File: config.mk
export PLATFORM = sky130hd
export DESIGN_NAME = if_stage
export DESIGN_NICKNAME = d
export VERILOG_FILES = /design/src/rtl/if_stage_pkg.sv /design/src/rtl/if_stage_id_reg.sv /design/src/rtl/if_stage.sv
export SDC_FILE = /design/constraint.sdc
export NUM_CORES = 1
export LEC_CHECK = 0
export ABC_AREA = 1
export CORE_MARGIN = 2
export CORE_UTILIZATION = 49
export DETAILED_ROUTE_END_ITERATION = 12
export GPL_TIMING_DRIVEN = 0
export HOLD_SLACK_MARGIN = 0.05
export PLACE_DENSITY = 0.81
export SKIP_CTS_REPAIR_TIMING = 1
export SYNTH_ARGS = -nofsm -noshare
export SYNTH_HDL_FRONTEND = slang
export SYNTH_SLANG_ARGS = --single-unit
File: constraint.sdc
create_clock -name clk -period 2.2 [get_ports clk]
set_clock_uncertainty 0.15 [all_clocks]
set_input_delay 0.44 -clock clk [delete_from_list [all_inputs] [get_ports clk]]
set_output_delay 0.44 -clock clk [all_outputs]
set_load 0.05 [all_outputs]
File: src/rtl/if_stage_pkg.sv
// rtl/if_stage_pkg.sv - shared types and constants for the instruction fetch stage
package if_stage_pkg;

    typedef enum logic [1:0] {
        FETCH   = 2'd0,
        WAIT    = 2'd1,
        HOLD    = 2'd2,
        DISCARD = 2'd3
    } fetch_state_e;

    localparam logic [31:0] NOP_INSTR = 32'h0000_0000;
    localparam logic [63:0] PC_INC    = 64'd4;

    localparam logic [6:0] OPC_LOAD   = 7'b0000011;
    localparam logic [6:0] OPC_STORE  = 7'b0100011;
    localparam logic [6:0] OPC_RTYPE  = 7'b0110011;
    localparam logic [6:0] OPC_BRANCH = 7'b1100011;
    localparam logic [6:0] OPC_ITYPE  = 7'b0010011;

    // Sequential PC step; wraps modulo 2^64 with no alignment check.
    function automatic logic [63:0] next_pc(input logic [63:0] pc);
        return pc + PC_INC;
    endfunction

endpackage

File: src/rtl/if_stage_id_reg.sv
// rtl/if_stage_id_reg.sv - IF/ID pipeline register with load, hold and flush controls
module if_id_reg
    import if_stage_pkg::*;
(
    input  logic        clk,
    input  logic        rst_n,
    input  logic        load,
    input  logic        hold,
    input  logic        flush,
    input  logic [63:0] pc_in,
    input  logic [31:0] instr_in,
    output logic        valid,
    output logic [63:0] pc,
    output logic [31:0] instr
);

    // Priority: flush > load > hold; with none asserted a bubble is inserted.
    always_ff @(posedge clk) begin
        if (!rst_n) begin
            valid <= 1'b0;
            pc    <= 64'h0;
            instr <= NOP_INSTR;
        end else if (flush) begin
            valid <= 1'b0;
            instr <= NOP_INSTR;
        end else if (load) begin
            valid <= 1'b1;
            pc    <= pc_in;
            instr <= instr_in;
        end else if (!hold) begin
            valid <= 1'b0;
            instr <= NOP_INSTR;
        end
    end

endmodule

File: src/rtl/if_stage.sv
// rtl/if_stage.sv - instruction fetch stage with one outstanding memory request
module if_stage
    import if_stage_pkg::*;
#(
    parameter logic [63:0] RESET_PC = 64'h0
) (
    input  logic        clk,
    input  logic        rst_n,
    input  logic        stall,
    input  logic        branch_taken,
    input  logic [63:0] branch_target,
    output logic        imem_req,
    output logic [63:0] imem_addr,
    input  logic        imem_ready,
    input  logic        imem_rvalid,
    input  logic [31:0] imem_rdata,
    output logic        id_valid,
    output logic [63:0] id_pc,
    output logic [31:0] id_instr,
    output logic [6:0]  Opcode
);

    fetch_state_e state_q, state_d;
    logic [63:0]  pc_q, pc_d;
    logic [31:0]  buf_q, buf_d;
    logic         id_load;
    logic         id_flush;
    logic [31:0]  id_load_instr;

    // Requests are suppressed while reset is sampled.
    assign imem_req  = rst_n && (state_q == FETCH);
    assign imem_addr = pc_q;

    always_comb begin
        state_d       = state_q;
        pc_d          = pc_q;
        buf_d         = buf_q;
        id_load       = 1'b0;
        id_flush      = 1'b0;
        id_load_instr = imem_rdata;

        if (branch_taken) begin
            id_flush = 1'b1;
            pc_d     = branch_target;
            buf_d    = NOP_INSTR;
            // An accepted-but-unanswered request must have its response dropped.
            case (state_q)
                FETCH:   state_d = imem_ready  ? DISCARD : FETCH;
                WAIT:    state_d = imem_rvalid ? FETCH   : DISCARD;
                HOLD:    state_d = FETCH;
                DISCARD: state_d = imem_rvalid ? FETCH   : DISCARD;
                default: state_d = FETCH;
            endcase
        end else begin
            case (state_q)
                FETCH: begin
                    if (imem_ready) begin
                        state_d = WAIT;
                    end
                end
                WAIT: begin
                    if (imem_rvalid) begin
                        if (stall) begin
                            buf_d   = imem_rdata;
                            state_d = HOLD;
                        end else begin
                            id_load = 1'b1;
                            pc_d    = next_pc(pc_q);
                            state_d = FETCH;
                        end
                    end
                end
                HOLD: begin
                    if (!stall) begin
                        id_load       = 1'b1;
                        id_load_instr = buf_q;
                        pc_d          = next_pc(pc_q);
                        state_d       = FETCH;
                    end
                end
                DISCARD: begin
                    if (imem_rvalid) begin
                        state_d = FETCH;
                    end
                end
                default: state_d = FETCH;
            endcase
        end
    end

    always_ff @(posedge clk) begin
        if (!rst_n) begin
            state_q <= FETCH;
            pc_q    <= RESET_PC;
            buf_q   <= NOP_INSTR;
        end else begin
            state_q <= state_d;
            pc_q    <= pc_d;
            buf_q   <= buf_d;
        end
    end

    if_id_reg u_if_id_reg (
        .clk      (clk),
        .rst_n    (rst_n),
        .load     (id_load),
        .hold     (stall),
        .flush    (id_flush),
        .pc_in    (pc_q),
        .instr_in (id_load_instr),
        .valid    (id_valid),
        .pc       (id_pc),
        .instr    (id_instr)
    );

    assign Opcode = id_instr[6:0];

endmodule

# Yosys cells after proc, flatten, opt, wreduce, memory -nomap -nowiden
# Cells that the tools add are included.
[word_totals]
latchBits = 0
mem_bits_ro = 0
mem_count = 0
out_inout_bits = 169
elab_cells = 53
ram_bits = 0
reg_bits = 195
[classes]
add_sub_neg = 1
reduce_logical = 10
div = 0
n_mux = 26
n_eq_ne = 8
n_lt_le_gt_ge = 0
shifts = 0
n_bitwise = 2
multipliers = 0
[op_table]
columns = ["op", "count"]
rows = [
  ["$mux 64", 3],
  ["$mux 32", 5],
  ["$pmux 64 s2", 1],
  ["$add 64x3->64 const B", 1],
  ["$mux 2", 8],
  ["$ne 3x3->1 const B", 4],
  ["$pmux 2 s4", 1],
  ["$mux 1", 6],
  ["$pmux 2 s3", 1],
  ["$reduce_and 2->1", 3],
  ["$reduce_or 2->1", 3],
  ["$eq 2x2->1 const B", 2],
  ["$reduce_and 4->1", 1],
  ["$reduce_bool 3->1", 1],
  ["$eq 2x1->1 const B", 1],
  ["$logic_not 2->1", 1],
  ["$ne 2x1->1 const B", 1],
  ["$not 1->1", 2],
  ["$pmux 1 s2", 1],
  ["$logic_and 1x1->1", 1],
]

# Logic depth before layout (Yosys ltp)
# Gate-level depths: netlist of the first run.
[logic_depth]
word_depth = 5
mapped_depth = 12
depth_no_buf = 12

# Hierarchy
# A second synthesis of the first run with hierarchy kept.
[hier_totals]
cells_unflattened = 1731
hier_area_um2 = 11274.6
[modules_own_cells]
columns = ["mod", "cells_each", "area_each_um2", "n_inst"]
rows = [
  ["if_stage", 1171, 7021.7, 1],
  ["if_id_reg", 560, 4252.8, 1],
]

# Worst setup path after synthesis of the first run
# No wires, ideal clock.
[synth_path]
path_type = "register to register"
start = "register pc_q[3] (netlist: imem_addr[3])"
end = "register pc_q[24] (netlist: imem_addr[24])"
n_path_buf = 0
stages_incl_launch_ff = 10
setup_slack_ns = 0.084
arrival_time_ns = 1.834
setup_ns = 0.132
required_time_ns = 1.918
period_less_slack_ns = 2.116
cell_sequence = "dfxtp_1 -> ha_1 -> nand2_1 -> inv_1 -> nand3_1 -> nor2_4 -> nand2_1 -> xor2_1 -> o21ai_0 -> a21oi_1"
[synth_via]
elab_chain_len = 5
[synth_rtl]
columns = ["item", "line_no", "rtl"]
rows = [
  ["start: declaration", "if_stage.sv:24", "logic [63:0] pc_q, pc_d;"],
  ["start signal: assignment", "if_stage.sv:98", "pc_q <= pc_d;"],
  ["$add 64x3->64 *", "if_stage_pkg.sv:22", "return pc + PC_INC;"],
  ["$mux 64 *", "if_stage.sv:63, if_stage.sv:74", ""],
  ["$mux 64", "if_stage.sv:62", "if (imem_rvalid) begin"],
  ["$pmux 64 s2 *", "if_stage.sv:55", "case (state_q)"],
  ["$mux 64 *", "if_stage.sv:42", "if (branch_taken) begin"],
]
# Every way passes the cells marked *; elsewhere a longest branch is shown, timed or not. The select of a mux whose other input is x is not followed.
# A chain may end at the register's enable or synchronous reset.

# Worst setup path in the final report of the first run
[layout_path]
start = "register u_if_id_reg.pc[28]"
end = "output id_pc[28]"
[layout_rtl]
columns = ["item", "line_no", "rtl"]
rows = [
  ["start: declaration", "if_stage_id_reg.sv:13", "output logic [63:0] pc,"],
  ["start signal: assignment", "if_stage_id_reg.sv:28", "pc <= pc_in;"],
  ["end: declaration", "if_stage.sv:18", "output logic [63:0] id_pc,"],
]
# No word-level cell between the ends.

==> impl_results.md, run 1 <==
* Critical Path Start Type: flop
* Syn-to-layout area delta at 41.90%
* Min Tclk post-route at between 2000 and 2500 ps
* Seq/Total Area, Yosys at 39.01%
* Total number of H-tree levels at 4
* Crit-path max cell delay at around 800 ps
* Crit path max-delay family: buffers and inverters
* Vias in the first global route at 10840
* PwrDens at approximately 650 nW/um^2
* Clock buffer depth at 2
* Core area at approximately 20000 sq um
* P_leak at between 0.007 and 0.008 uW
* Initial DRT Pass Iterations at 6
* Post-Syn Area per Cell at ~6.6 sq um
* Sequential Area at between 3000 and 4000 sq um
* Mapped cell area at roughly 10000 sq um
* Std-Cell Rows at 52
* Crit. End Element: primary output
* Critical path peak fanout at 2
* Final Cell Area at between 10000 and 15000 sq um
* Placed insts at between 2000 and 2500
* Setup repair after global routing missed its margin: yes
* Initial antenna violation count at 1
* Final period util at 99.28%
* Via-to-Cell Ratio at around 5.6
* CTS sink cnt at a little under 200
* Worst slew pin tran at around 790 ps
* Ratio of cells with drive above 1 in the final layout at under 10%
* Post-Route M1 WL at between 15000 and 20000 um
* Slew Viols, Final at 0
* Area leader, netlist: dfxtp_1
* Uppermost layer routed: met4
* Final global-route overflow total at 0
* Worst VDD drop at approximately 530 uV
* Initial Util at 49.61%
* Worst path slowest cell: clkdlybuf4s50_1
* Met2 wire length at about 19000 um
* Highest Clock Rate at ~460 MHz
* Max-Cap Viols at 0
* Routed WL at about 41000 um
* Relative slew margins at between 40% and 50%
* Fillers at ~1700
* Vias at about 12000
* Die Y at about 150 um
* Total track usage at 36.64%
* Crit path cell chain: clkdlybuf4s50_1
* WP buf/inv at 1
* Largest net degree at the start of global routing at 21
* ANT nets after route at 0
* DR iter-0 viols at ~1200
* Top cells by area, synth: dfxtp_1 (39%), nand2_1 (14%), a21oi_1 (10%)
* Die X at roughly 150 um
* Flops & latches, synth at 195
* Number of remaining DRC errors at 0
* Most frequent cells in the layout: nand2_1 (357), a21oi_1 (203), nor2_1 (191)
* Commonest non-fill, non-tap cell in the layout: nand2_1
* WP data required at about 1600 ps
* Global-route wire length before repair at between 60000 and 70000 um
* Clk slew on worst S/H paths at roughly 80 ps
* Drt wl/cell at approximately 20 um
* Cells after Synth at ~1500
* CTS tree: yes
* Post-synth net total at ~1600
* IO buf count at 267
* # setup viols final at 0
* Fin cells at ~2100
* Top-area cell type share of the netlist area at between 30% and 40%
* Root Buffer: clkbuf_16
* Final HPWL DP at around 31000 um
* Cell Area, Placed at about 13000 sq um
* Final Hold Fails at 0
* Crit path DAT at ~1600 ps
* Number of buffers created by CTS at 17
* Routability cong. at 1.016
* I/O pin count at between 200 and 300
* Die footprint at ~22000 sq um
* Status: complete, no violations
* Clk_lat worst skew at roughly 450 ps
* YS warnings at 0
* Cell variety after synth at 36
* Worst Hold Class: flop to flop
* Nets at 1911
* Metal3 WL at 3541 um
* Worst Setup Path Type: flop to primary output
* Area of the multi-input gates at 5487 sq um
-- per-stage QoR --
step                setup WS [ps]  util (%)  power [uW]  TNS (ps)  hold WS, ps
finish                      15.86     70.40        9289         0        301.4
global route               -36.94     70.40        9578    -65.29        321.2
CTS                        -915.6     67.42        9210    -28950        309.3
detailed placement         -914.4     64.53        6149    -72120        298.4
global placement           -882.6     64.53        6126    -68210        293.9
floorplan                   84.18         -        5281         0        352.3
-- cells by family (layout without fill, tap and decap cells) --
group / count (synthesis) / count (layout) / synth area share [%]
buffers and inverters: 185 / 490 / 7.603
adder cells (fa/ha/maj): 6 / 6 / 0.7503
AND/OR/NAND/NOR: 672 / 672 / 27.65
AO/OA/AOI/OAI: 420 / 420 / 21.70
XOR/XNOR: 1 / 1 / 0.08755
flip-flops: 195 / 195 / 39.01
other: 0 / 1 / 0
multiplexers: 32 / 32 / 3.201
-- power breakdown --
group / internal (uW) / switching (uW)
clock: 1530 / 1610
combinational: 745 / 1470
sequential: 3720 / 214
-- layout make-up --
class | count | share of cell area (%)
Clock buffer | 18 | 3.023
Sequential cell | 195 | 27.58
Inverter | 94 | 2.503
Antenna cell | 1 | 0.01762
Timing Repair Buffer | 275 | 21.62
Multi-Input combinational cell | 1131 | 38.64
Buffer | 89 | 3.155
Tap cell | 270 | 2.379
Clock inverter | 14 | 1.075
-- path summary, 6_finish.rpt --
check / start / to / slack [ps] / cells past startpoint
min reg2reg: u_if_id_reg.instr[15]$_SDFFE_PP0P_ / u_if_id_reg.instr[15]$_SDFFE_PP0P_ / 300 / 2
max: u_if_id_reg.pc[28]$_SDFFE_PN0P_ / id_pc[28] / 20 / 1
max reg2reg: imem_addr[16]$_SDFFE_PN0P_ / imem_addr[37]$_SDFFE_PN0P_ / 60 / 11
min: u_if_id_reg.instr[15]$_SDFFE_PP0P_ / u_if_id_reg.instr[15]$_SDFFE_PP0P_ / 300 / 2
-- registers in the layout, indices dropped and copies added, names as in the netlist --
register           cells
state_q                2
buf_q                 32
u_if_id_reg.pc        64
imem_addr             64
u_if_id_reg.valid      1
u_if_id_reg.instr     32
-- cell usage after synthesis (all sizes together) --
cell type,count
nand2,373
nor2,229
a21oi,204
dfxtp,195
o21ai,195
inv,90
clkbuf,56
nand3,56
buf,35
mux2i,32
nand4,11
o31ai,7
ha,6
clkinv,4
a31oi,3
o211ai,3
o21bai,3
a221oi,2
nand3b,2
a211oi,1
o21a,1
o22ai,1
or2,1
xor2,1
-- routing by layer --
layer / GRT usage [%] / vias to the layer above
met5: 0 / -
met4: 16.92 / 0
met3: 6.957 / 105
met2: 60.63 / 584
met1: 46.46 / 5394
li1: - / 5564
No activity file was read; power rests on OpenSTA's default activity.
==> run 2, diff against run 1 <==
CORE_UTILIZATION = 30   (was 49)
PLACE_DENSITY = unset   (was 0.81)
==> impl_results.md, run 2 (synthesis gave the netlist of run 1 again) <==
* Die footprint at 34830 sq um (+61%)
* Relative slew margins at 47.15% (-0.073 points)
* P_leak at 0.008077 uW (+7.8%)
* Crit path max-delay family: buffers and inverters
* Worst path slowest cell: clkdlybuf4s50_1
* Setup total negative slack at 0 ps (unchanged)
* Crit. End Element: primary output
* Routed WL at 44240 um (+8.0%)
* WP data required at 1610 ps (about the same)
* Initial antenna violation count at 0 (-1)
* Final global-route overflow total at 0 (unchanged)
* Final HPWL DP at 34220 um (+10%)
* Drt wl/cell at 19.51 um (-0.64%)
* Die Y at 186.6 um (+27%)
* Max-Cap Viols at 0 (unchanged)
* # setup viols final at 0 (unchanged)
* PwrDens at 649.3 nW/um^2 (-0.74%)
* Antenna fix cells at 0 (-1)
* Number of buffers created by CTS at 17 (unchanged)
* ANT nets after route at 0 (unchanged)
* Number of cells on the critical path at 1 (unchanged)
* Crit-path max cell delay at 810 ps (about the same)
* Highest Clock Rate at 459.5 MHz (+0.35%)
* Syn-to-layout area delta at 46.59%
* CTS tree: yes
* Status: complete, no violations
* Number of remaining DRC errors at 0 (unchanged)
* Total track usage at 24.53% (-12 points)
* Crit path cell chain: clkdlybuf4s50_1
* Clk slew on worst S/H paths at 80 ps (about the same)
* Vias at 11440 (-1.8%)
* Global-route wire length before repair at 66350 um (+8.3%)
* Die X at 186.6 um (+27%)
* Nets at 1921 (+0.52%)
* Critical path peak fanout at 2 (unchanged)
* Most frequent cells in the layout: nand2_1 (356), a21oi_1 (203), nor2_1 (185), o21ai_0 (185), dfxtp_1 (173)
* DR iter-0 viols at 832 (-31%)
* Worst Setup Path Type: flop to primary output
* Worst VDD drop at 585.4 uV (+10%)
* Root Buffer: clkbuf_16
* Clk_lat worst skew at 450 ps (about the same)
* Fillers at 3443 (+99%)
* Initial Util at 30.60% (-19 points)
* Clock buffer depth at 2 (unchanged)
* Slew Viols, Final at 0 (unchanged)
* Final period util at 98.93% (-0.35 points)
* Hold Path Cell Cnt at 2 (unchanged)
* Final Cell Area at 14670 sq um (+3.3%)
* Std-Cell Rows at 66 (+27%)
* Vias in the first global route at 11090 (+2.3%)
* Largest net degree at the start of global routing at 23 (+9.5%)
* Commonest non-fill, non-tap cell in the layout: nand2_1
* Worst Hold Class: flop to flop
* Min Tclk post-route at 2176 ps (-7.725 ps)
* Ratio of cells with drive above 1 in the final layout at 10.68% (+1.7 points)
* Via-to-Cell Ratio at 5.045 (-9.6%)
* R2r worst-path depth at 10 (-1)
* Core area at 32700 sq um (+62%)
* IO buf count at 267 (unchanged)
* Critical Path Start Type: flop
* Initial DRT Pass Iterations at 5 (-1)
* I/O pin count at 271 (unchanged)
* Worst slew pin tran at 792.7 ps (+1.092 ps)
* Total number of H-tree levels at 4 (unchanged)
* CTS sink cnt at 195 (unchanged)
* Post-Route Utilization at 44.85% (-26 points)
* Crit path DAT at 1590 ps (about the same)
* Cell Area, Placed at 13230 sq um (+1.7%)
* WP buf/inv at 1 (unchanged)
* Routability cong. at 0.9584 (-5.6%)
* Final Hold Fails at 0 (unchanged)
## run 2: changes by cell type in the layout (fill, tap and decap cells not counted), sizes merged
cell / previous run / this run
clkdlybuf4s50: 129 / 101
clkinv: 9 / 10
buf: 40 / 51
clkinvlp: 0 / 2
clkbuf: 76 / 74
inv: 99 / 97
dlymetal6s2s: 137 / 165
diode: 1 / 0
## run 2: report_power, final
group | internal (uW) | switching [uW]
clock | 1570 | 1780
combinational | 752 | 1480
sequential | 3720 | 219
total | 6050 | 3480
## run 2: metrics by stage
| stage | power [uW] | setup WS (ps) | std cells | hold slack (ps) |
|---|---|---|---|---|
| after global placement | 6189 | -1025 | 2220 | 295.9 |
| after CTS | 9496 | -990.3 | 2252 | 309.8 |
| final | 9525 | 23.59 | 2268 | 305.5 |
| after floorplan | 5281 | 84.18 | 1511 | 352.3 |
| after global routing | 9889 | -24.88 | 2268 | 321.9 |
| after detailed placement | 6197 | -987.0 | 2220 | 296.4 |
## run 2: path summary, 6_finish.rpt
| path | end | slack (ps) | from |
|---|---|---|---|
| worst max-delay path | id_pc[5] | 20 | u_if_id_reg.pc[5]$_SDFFE_PN0P_ |
| worst min-delay path | u_if_id_reg.instr[24]$_SDFFE_PP0P_ | 310 | u_if_id_reg.instr[24]$_SDFFE_PP0P_ |
| worst max register to register | imem_addr[48]$_SDFFE_PN0P_ | 60 | imem_addr[19]$_SDFFE_PN0P_ |
| worst min register to register | u_if_id_reg.instr[24]$_SDFFE_PP0P_ | 310 | u_if_id_reg.instr[24]$_SDFFE_PP0P_ |
## run 2: layout make-up
type | instances | area [sq um] | area share, %
inverters | 94 | 357.8 | 2.440
clock buffers | 17 | 425.4 | 2.900
multi-input cells | 1131 | 5519 | 37.63
clock inverters | 15 | 196.4 | 1.339
repair buffers | 284 | 3236 | 22.06
flip-flops and latches | 195 | 3934 | 26.82
plain buffers | 90 | 446.7 | 3.045
well taps | 442 | 553.0 | 3.770
## run 2: layer usage
layer | track usage [%] | part of all wire [%]
met1 | 32.06 | 44
met2 | 39.28 | 45
met3 | 5.586 | 7.7
met4 | 9.463 | 3.4
met5 | 0 | 0
==> run 3, diff against run 2 <==
==> constraint.sdc (replaced) <==
create_clock -name clk -period 2.2 [get_ports clk]
set_clock_uncertainty 0.15 [all_clocks]
set_input_delay 0.66 -clock clk [delete_from_list [all_inputs] [get_ports clk]]
set_output_delay 0.66 -clock clk [all_outputs]
set_load 0.05 [all_outputs]
==> impl_results.md, run 3 (synthesis gave the netlist of run 1 again) <==
* P_leak at 0.007205 uW (-11%)
* Final worst slack at -31.78 ps (-55.37 ps)
* I/O pin count at 271 (unchanged)
* Max-Cap Viols at 0 (unchanged)
* Initial DRT Pass Iterations at 5 (unchanged)
* Number of remaining DRC errors at 0 (unchanged)
* Die X at 186.6 um (unchanged)
* R2r worst-path depth at 9 (-1)
* Hold_ws at 304.9 ps (-0.6270 ps)
* Critical Path Start Type: input port
* Post-Route Utilization at 43.44% (-1.4 points)
* CTS sink cnt at 195 (unchanged)
* Total track usage at 24.86% (+0.32 points)
* Nets at 1916 (-0.26%)
* Setup total negative slack at -31.78 ps (-31.78 ps)
* PwrDens at 663.8 nW/um^2 (+2.2%)
* Ratio of cells with drive above 1 in the final layout at 13.67% (+3.0 points)
* Routability cong. at 0.9882 (+3.1%)
* Clock buffer depth at 2 (unchanged)
* # setup viols final at 1 (+1)
* Vias in the first global route at 10730 (-3.2%)
* Worst Setup Path Type: input port to primary output
* Clk slew on worst S/H paths at 90 ps (about the same)
* Global-route wire length before repair at 66730 um (+0.57%)
* Antenna fix cells at 0 (unchanged)
* DR iter-0 viols at 960 (+15%)
* Final HPWL DP at 34860 um (+1.9%)
* Highest Clock Rate at 448.1 MHz (-2.5%)
* Root Buffer: clkbuf_16
* Fillers at 3463 (+0.58%)
* Worst VDD drop at 585.8 uV (about the same)
* Relative slew margins at 41.22% (-5.9 points)
* Crit. End Element: primary output
* Total number of H-tree levels at 4 (unchanged)
* Setup repair after global routing missed its margin: yes
* Clk_lat worst skew at 450 ps (about the same)
* Slew Viols, Final at 0 (unchanged)
* Final period util at 101.4% (+2.5 points)
* Status: finished with violations
* Largest net degree at the start of global routing at 21 (-8.7%)
* Most frequent cells in the layout: nand2_1 (355), a21oi_1 (203), o21ai_0 (184)
* Std-Cell Rows at 66 (unchanged)
* IO buf count at 267 (unchanged)
* Commonest non-fill, non-tap cell in the layout: nand2_1
* Final global-route overflow total at 0 (unchanged)
* Hold Path Cell Cnt at 2 (unchanged)
* ANT nets after route at 0 (unchanged)
* Core area at 32700 sq um (unchanged)
* Min Tclk post-route at 2232 ps (+55.37 ps)
* Routed WL at 44940 um (+1.6%)
* Crit path DAT at 1420 ps (-170 ps)
* Die footprint at 34830 sq um (unchanged)
* WP data required at 1390 ps (-220 ps)
* Worst Hold Class: flop to flop
* Critical path peak fanout at 10 (+8)
* Final Hold Fails at 0 (unchanged)
* Vias at 11430 (-0.061%)
* Failing checks: negative setup slack
* Setup WS pre-CTS at -1380 ps (-392.6 ps)
* CTS tree: yes
* Drt wl/cell at 19.86 um (+1.8%)
* Initial antenna violation count at 0 (unchanged)
* Via-to-Cell Ratio at 5.053 (+0.16%)
* Placed insts at 2220 (unchanged)
* Number of buffers created by CTS at 17 (unchanged)
* Fin cells at 2263 (-0.22%)
* Syn-to-layout area delta at 41.97%
* Die Y at 186.6 um (unchanged)
* Worst slew pin tran at 881.7 ps (+88.99 ps)
* Initial Util at 30.60% (unchanged)
==> run 3: per-layer routing <==
metal / GRT usage (%) / up-vias / wire length, um
met3: 4.984 / 62 / 3207
met2: 40.22 / 469 / 20540
met4: 7.509 / 0 / 1222
met5: 0 / - / 0
li1: - / 5566 / -
met1: 33.35 / 5337 / 19970
==> run 3: where the power goes <==
group	switching (uW)	leakage, uW	internal [uW]
clock network	1730	0.000288	1570
logic	1490	0.00533	698
registers	225	0.00159	3720
total	3440	0.00720	5990
==> run 3: worst paths after layout <==
kind                                                    startpoint                                 end  slack, ps
worst max-delay path                                         rst_n                            imem_req        -30
worst min-delay path            u_if_id_reg.instr[15]$_SDFFE_PP0P_  u_if_id_reg.instr[15]$_SDFFE_PP0P_        300
worst max register to register           imem_addr[9]$_SDFFE_PN0P_          imem_addr[61]$_SDFFE_PN0P_         30
worst min register to register  u_if_id_reg.instr[15]$_SDFFE_PP0P_  u_if_id_reg.instr[15]$_SDFFE_PP0P_        300
==> run 3: area by class of cell <==
| class | instances | area [sq um] | area share (%) |
|---|---|---|---|
| Clock buffer | 18 | 439.2 | 3.092 |
| Inverter | 94 | 359.1 | 2.528 |
| Multi-Input combinational cell | 1131 | 5519 | 38.85 |
| Tap cell | 442 | 553.0 | 3.893 |
| Timing Repair Buffer | 281 | 2799 | 19.70 |
| Clock inverter | 14 | 156.4 | 1.101 |
| Buffer | 88 | 450.4 | 3.171 |
| Sequential cell | 195 | 3929 | 27.66 |
==> run 3: critical path: stages <==
cell        delay (ps)
clkbuf_4           250
buf_6              200
nand2_2             80
clkinvlp_4          60
buf_6              150
==> run 3: per-stage QoR <==
stage               cell area (sq um)  total power [uW]
finish                          14200              9429
CTS                             13830              9470
floorplan                       10010              5285
detailed placement              13240              6208
global route                    14200              9783
global placement                13240              6195
